<file path="config.mk">
export PLATFORM = sky130hd
export DESIGN_NAME = hs_rr_arbiter
export DESIGN_NICKNAME = d
export VERILOG_FILES = /design/src/rtl/hs_rr_arbiter.sv
export SDC_FILE = /design/constraint.sdc
export NUM_CORES = 1
export LEC_CHECK = 0
export BUFFER_PORTS_ARGS = -buffer_cell sky130_fd_sc_hd__buf_2
export CAP_MARGIN = 20
export CORE_AREA = 2 2 52 54
export CTS_BUF_LIST = sky130_fd_sc_hd__clkbuf_4
export DETAILED_ROUTE_END_ITERATION = 12
export DIE_AREA = 0 0 54 56
export GPL_TIMING_DRIVEN = 1
export PLACE_DENSITY = 0.8
export SYNTH_ARGS = -nofsm -noshare
export SYNTH_HDL_FRONTEND = slang
export SYNTH_SLANG_ARGS = --single-unit
</file>
<file path="constraint.sdc">
create_clock -name aclk -period 2.2 [get_ports aclk]
set_clock_uncertainty 0.05 [all_clocks]
set_input_delay 0.22 -clock aclk [delete_from_list [all_inputs] [get_ports aclk]]
set_output_delay 0.22 -clock aclk [all_outputs]
set_load 0.02 [all_outputs]
</file>
<file path="src/rtl/hs_rr_arbiter.sv">
`default_nettype none
// ==========================================================================
// hs_rr_arbiter : packet-locked round-robin arbiter onto one valid/ready link
// Revision      : 1.0
// ==========================================================================
module hs_rr_arbiter #(
  parameter int NUM_REQ = 4,
  parameter int DATA_W  = 8,
  parameter int IDX_W   = 2
) (
  input  logic                      aclk,
  input  logic                      rstn,
  input  logic [NUM_REQ-1:0]        req_valid,
  input  logic [NUM_REQ*DATA_W-1:0] req_data,
  input  logic [NUM_REQ-1:0]        req_last,
  output logic [NUM_REQ-1:0]        req_ready,
  output logic                      out_valid,
  output logic [DATA_W-1:0]         out_data,
  output logic                      out_last,
  input  logic                      out_ready,
  output logic [IDX_W-1:0]          grant_idx,
  output logic                      busy,
  output logic [7:0]                pkt_cnt
);

  localparam logic [IDX_W:0] NREQ = (IDX_W+1)'(NUM_REQ);

  typedef enum logic [0:0] {
    IDLE  = 1'b0,
    GRANT = 1'b1
  } state_t;

  state_t           state;
  logic [IDX_W-1:0] rr_ptr;
  logic [IDX_W-1:0] sel_idx;
  logic             sel_found;
  logic [IDX_W:0]   cand;
  logic [IDX_W:0]   ptr_inc;
  logic [IDX_W-1:0] next_ptr;
  logic             pkt_done;

  logic [DATA_W-1:0] lane_data [NUM_REQ];

  for (genvar i = 0; i < NUM_REQ; i++) begin : g_lane
    assign lane_data[i] = req_data[i*DATA_W +: DATA_W];
  end

  // First valid requester at or after rr_ptr, wrapping modulo NUM_REQ.
  always_comb begin
    sel_found = 1'b0;
    sel_idx   = rr_ptr;
    cand      = '0;
    for (int k = 0; k < NUM_REQ; k++) begin
      cand = {1'b0, rr_ptr} + (IDX_W+1)'(k);
      if (cand >= NREQ) begin
        cand = cand - NREQ;
      end
      if (!sel_found && req_valid[cand[IDX_W-1:0]]) begin
        sel_found = 1'b1;
        sel_idx   = cand[IDX_W-1:0];
      end
    end
  end

  always_comb begin
    ptr_inc  = {1'b0, grant_idx} + {{IDX_W{1'b0}}, 1'b1};
    next_ptr = (ptr_inc == NREQ) ? '0 : ptr_inc[IDX_W-1:0];
  end

  // Data path is a pure pass-through of the owner; nothing is buffered.
  always_comb begin
    out_valid = 1'b0;
    out_data  = '0;
    out_last  = 1'b0;
    req_ready = '0;
    if (state == GRANT) begin
      out_valid            = req_valid[grant_idx];
      out_data             = lane_data[grant_idx];
      out_last             = req_last[grant_idx];
      req_ready[grant_idx] = out_ready;
    end
  end

  assign busy     = (state == GRANT);
  assign pkt_done = out_valid && out_ready && out_last;

  always_ff @(posedge aclk) begin
    if (!rstn) begin
      state     <= IDLE;
      rr_ptr    <= '0;
      grant_idx <= '0;
      pkt_cnt   <= '0;
    end else begin
      case (state)
        IDLE: begin
          if (sel_found) begin
            grant_idx <= sel_idx;
            state     <= GRANT;
          end
        end
        GRANT: begin
          if (pkt_done) begin
            state   <= IDLE;
            rr_ptr  <= next_ptr;
            pkt_cnt <= pkt_cnt + 8'd1;
          end
        end
        default: state <= IDLE;
      endcase
    end
  end

endmodule
`default_nettype wire

</file>
* Yosys cells after proc, flatten, opt, wreduce, memory -nomap -nowiden
Cells that the tools add are included.
** Cells by class
- Bitwise gates (word level) :: 3
- Eq/ne operators :: 1
- Div/mod/pow operators :: 0
- Multiplexer cells :: 37
- Add/subtract/negate cells :: 9
- Shifts and indexed selects :: 0
- Reduce and logical (&&, ||, !) cells :: 11
- Multipliers :: 0
- Order comparisons :: 11
** Operators by type and width (count)
- 2-to-1 mux 8 bit :: 3
- 2-to-1 mux 2 bit :: 9
- binary-select mux 8 bit (select 2 bit) :: 1
- less-than comparator 2 x 3 -> 1 bit, second input constant :: 5
- 2-to-1 mux 1 bit :: 15
- binary-select mux 1 bit (select 2 bit) :: 6
- >= comparator 3 bit, second input constant :: 4
- adder 8 x 1 -> 8 bit, second input constant :: 1
- subtractor 2 x 1 -> 2 bit, second input constant :: 4
- adder 2 x 1 -> 3 bit, second input constant :: 2
- adder 2 x 2 -> 3 bit, second input constant :: 2
- logical AND 1 bit :: 6
- bitwise AND 4 bit :: 1
- 2-to-1 mux 4 bit :: 1
- AND reduction 2 bit :: 2
- equality test 3 bit, second input constant :: 1
- >= comparator 2 x 3 -> 1 bit, second input constant :: 1
- zero test 1 bit :: 3
- NOT 2 -> 3 bit :: 1
- demux 1 bit (select 2 bit) :: 1
- >= comparator 2 x 1 -> 1 bit, second input constant :: 1
- one-hot mux 1 bit (2 select lines) :: 1
- NOT 1 bit :: 1
** Word-level totals
- Bits in registers :: 13
- ROM bits :: 0
- Word-level logic and storage cells :: 76
- Output and inout port bits :: 25
- RAM bits :: 0
- Bits in latches :: 0
- Memories kept :: 0

* Depth between registers and ports, before layout
- Depth after elaboration :: 16
- Gate-level depth with buffers :: 5
- Mapped depth without buffers :: 4

* Worst setup path after synthesis
Ideal clock, no wire load.
- Path kind :: register to register
- From :: register grant_idx[0]
- To :: register pkt_cnt[1]
- Library setup time :: 0.127 ns
- Slack :: 0.285 ns
- Data arrival time :: 1.738 ns
- Stages on the path, launching flop included :: 6
- Buffers on the path :: 1
- Cells stage by stage :: dfxtp_1 -> mux4_1 -> nand4_4 -> buf_4 -> mux2i_1 -> nor2_1
** Between the ends
- Cells in the longest elaborated chain, start to end :: 6
- Elaborated cells between the ends (all ways) :: 9
- Classes of those cells :: mux (6); reduce/logical (3)
** Ends and longest elaborated chain
- start: declaration :: RTL line 21 : output logic [IDX_W-1:0] grant_idx,
- start signal: assignment :: RTL line 97 : grant_idx <= sel_idx;
- binary-select mux 1 bit (select 2 bit) :: RTL line 77 : out_valid = req_valid[grant_idx];
- 2-to-1 mux 1 bit (implied by the code) :: RTL line 77
- 2-to-1 mux 1 bit :: RTL line 76 : if (state == GRANT) begin
- logical AND 1 bit :: RTL line 85 : assign pkt_done = out_valid && out_ready && out_last;
- logical AND 1 bit (*) :: RTL line 85
- AND reduction 2 bit (no line) (*)
- end signal: assignment :: RTL line 105 : pkt_cnt <= pkt_cnt + 8'd1;
- end: declaration :: RTL line 23 : output logic [7:0] pkt_cnt
Mark *: on every way between the ends. The rest lies on a longest branch, timed or not. The select of a mux whose other input is x is not followed.
A chain may end at the register's enable or synchronous reset.

* Final worst setup path
- From :: register grant_idx[0]
- To :: output out_data[7]
** Between the ends
- Cells in the longest elaborated chain, start to end :: 5
** Ends and longest elaborated chain
- NOT 2 -> 3 bit (implied by the code) :: RTL line 78 : out_data = lane_data[grant_idx];
- binary-select mux 8 bit (select 2 bit) :: RTL line 78
- 2-to-1 mux 8 bit (implied by the code) (2 in a row) :: RTL line 78
- 2-to-1 mux 8 bit :: RTL line 76
- end: declaration :: RTL line 18 : output logic [DATA_W-1:0] out_data,
No other way between the ends. The select of a mux whose other input is x is not followed.

==> impl_metrics.yaml <==
setup_path:
  critPathLaunchType: "flop"
  worstSetupEndpointType: "output pin"
  cp.required_ps: 1930
  cp_max_fo: 6
  cp_data_arrival_time_ps: 1780
  criticalPathCategory: "reg2out"
detailed_routing:
  wl_per_cell_um: 13.4
  drt_iter0_drc: 17
  drt_pass1_iterations: 4
  route.vias.total: 1129
  detail_route.wirelength_um: 2780
  via_per_inst: 5.45
  drc: 0
  postRouteAntennaNets: 0
global_routing:
  grt_max_degree: 19
  grt_pass1_wl_um: 4070
  grtUsageTotal_pct: 17.4
  grt_pass1_vias: 1024
  overflow: 0
  antenna_found_initial: 0
floorplan:
  core.rowCount: 18
  fp.dieW_um: 54
  ios: 68
  initial_core_util_pct: 42.1
  fp.coreArea_um2: 2430
  fp.dieArea_um2: 3020
  die_height_um: 56
sta:
  finalHoldViolations: 0
  post-route-min-period_ps: 2050
  slew_violations: 0
  setup_tns_ps: 0
  tightest_slew_ps: 335
  holdWs_ps: 165
  max_freq_mhz: 488
  setup_slack_ps: 151
  period_share_pct: 93.2
  max-slew-margin-rel_pct: 77.6
  finalSetupViolations: 0
  rsz0062_at_grt: "no"
layout:
  antennaDiodeCount: 0
  fin_cells: 207
  fin_nets: 226
  drive_above_1_share_pct: 47.5
  n_fill_cell: 221
  syn_to_final_growth_pct: 40.0
placement:
  dp_cells: 203
  gp_congestion: 0.856
  dp_hpwl_um: 2260
  io_buffers: 67
  pre_cts_ws_ps: 437
power:
  power_density_nw_per_um2: 435
  p_seq_share_pct: 40.1
  switching_share_pct: 30.8
  pwr-share-comb_pct: 34.4
  irDropWorstVdd_mv: 0.425
  power.internal_w: 0.000431
  power_leakage_nw: 0.701
  clkPwrFrac_pct: 25.5
  switching_power_w: 0.000192
yosys:
  synthCells: 107
  synth_seq_cells: 13
  yosysWarnings: 0
  synthesis.area_um2: 1020
  ys_seq_area_share_pct: 25.4
  synth_nets: 155
  synth_area_per_cell_um2: 9.57
  synth_cell_types: 33
status:
  status: "finished clean"
flow_run:
  maxCapViolCount: 0
cts:
  cts_tree: "built"
  cts_sinks: 13
  cts_root_buf: "clkbuf_4"
  ctsHoldBuffers: 0
  cts_made_buffers: 3
  cts_resized: 0
  clock_path_buffers: 2
  post-cts-setup-buffer-count: 0
  clock_latency_ps: 270
  h-tree-depth: 1
  clk_pin_slew_ps: 80
min_path:
  min-delay-path-class: "in2reg"
[power groups by stage]
stage	Combinational, W	Clock (W)	Sequential [W]
3_3_place_gp	0.000211	0	0.000255
6_report	0.000214	0.000159	0.000250
3_5_place_dp	0.000216	0	0.000256
4_1_cts	0.000217	0.000165	0.000250
5_1_grt	0.000235	0.000174	0.000251
2_1_floorplan	0.000120	0	0.000265
[cell usage in the layout (no fill, tap or decap)]
cell type and instances:
buf_2 67, dfxtp_1 13, and2_1 11, mux4_2 8, o21ai_0 7, a21oi_1 7
nor2_1 6, nand2_1 5, ha_1 5, and3_1 4, inv_1 4, or3_1 4
clkbuf_4 4, buf_4 4, nor2b_1 3, nand4_1 3, mux4_1 2, o211ai_1 2
or4_1 2, nand3_1 2, mux2i_1 2, nor4_1 2, nand4_4 1, nand2b_1 1
nor3_1 1, a211o_1 1, a31oi_1 1, o31a_1 1, o21a_1 1, xor2_1 1
o21bai_1 1, o2111ai_1 1
[final timing paths]
| kind | slack, ps | to | start | cells past startpoint |
|---|---|---|---|---|
| setup reg to reg | 430 | pkt_cnt[1] | grant_idx[0] | 4 |
| hold / removal | 160 | pkt_cnt[7] | rstn | 2 |
| setup / recovery | 150 | out_data[7] | grant_idx[0] | 4 |
| hold reg to reg | 450 | rr_ptr[0] | rr_ptr[0] | 2 |
[flip-flops by register name, indices dropped and copies added (netlist names)]
register   cells
pkt_cnt        8
grant_idx      2
rr_ptr         2
busy           1
[critical path, cell delays in order, from the launching register on]
cell     delay (ps)
dfxtp_1         430
buf_4           210
mux4_1          540
and2_1          170
buf_2           150
[cell usage after synthesis]
cell,number,area share (%)
buf_2,1,0.49
or3_1,4,2.4
or4_1,2,1.5
nand4_4,1,2.1
mux4_1,2,5.1
o21bai_1,1,0.73
nand2_1,5,1.8
nand2b_1,1,0.61
a21oi_1,7,3.4
nor2_1,6,2.2
nand3_1,2,0.98
dfxtp_1,13,25
inv_1,4,1.5
nand4_1,3,1.8
a211o_1,1,0.86
ha_1,5,6.1
xor2_1,1,0.86
mux4_2,8,18
o21a_1,1,0.73
nor2b_1,3,1.8
o21ai_0,7,3.4
nor3_1,1,0.49
and2_1,11,6.7
o31a_1,1,0.86
nor4_1,2,1.2
o2111ai_1,1,0.86
o211ai_1,2,1.5
buf_1,1,0.37
buf_4,1,0.73
mux2i_1,2,2.0
a31oi_1,1,0.61
clkbuf_1,2,0.73
and3_1,4,2.4
[area by class of cell]
cell class              instances  area [um^2]  share of cell area, %
flip-flops and latches         13          260                   18.2
repair buffers                 71          365                   25.5
multi-input cells              85          724                   50.6
clock buffers                   4         30.0                   2.10
well taps                      30         37.5                   2.62
inverters                       4         15.0                   1.05
[metal layers]
metal / global-route usage (%) / up-vias / wire [um]
met3: 2.42 / 2 / 284
met4: 4.64 / 0 / 10
met2: 36.1 / 52 / 1490
li1: - / 548 / -
met5: 0 / - / 0
met1: 16.2 / 527 / 991
[kinds of logic (layout without fill, tap and decap cells)]
logic type | after synthesis | after routing | synth area share [%]
compound gates | 22 | 22 | 13.0
xor+xnor | 1 | 1 | 0.856
fa+ha+maj | 5 | 5 | 6.11
buf+inv | 9 | 79 | 3.79
flops | 13 | 13 | 25.4
mux | 12 | 12 | 24.7
simple gates | 45 | 45 | 26.2
[through the flow]
step | total power, W | utilization (%) | area (um^2)
floorplan | 0.000385 | - | 1020
global placement | 0.000467 | 57.7 | 1400
detailed placement | 0.000472 | 57.7 | 1400
CTS | 0.000631 | 58.9 | 1430
global route | 0.000660 | 58.9 | 1430
finish | 0.000623 | 58.9 | 1430
Power figures use the tool's default switching activity.
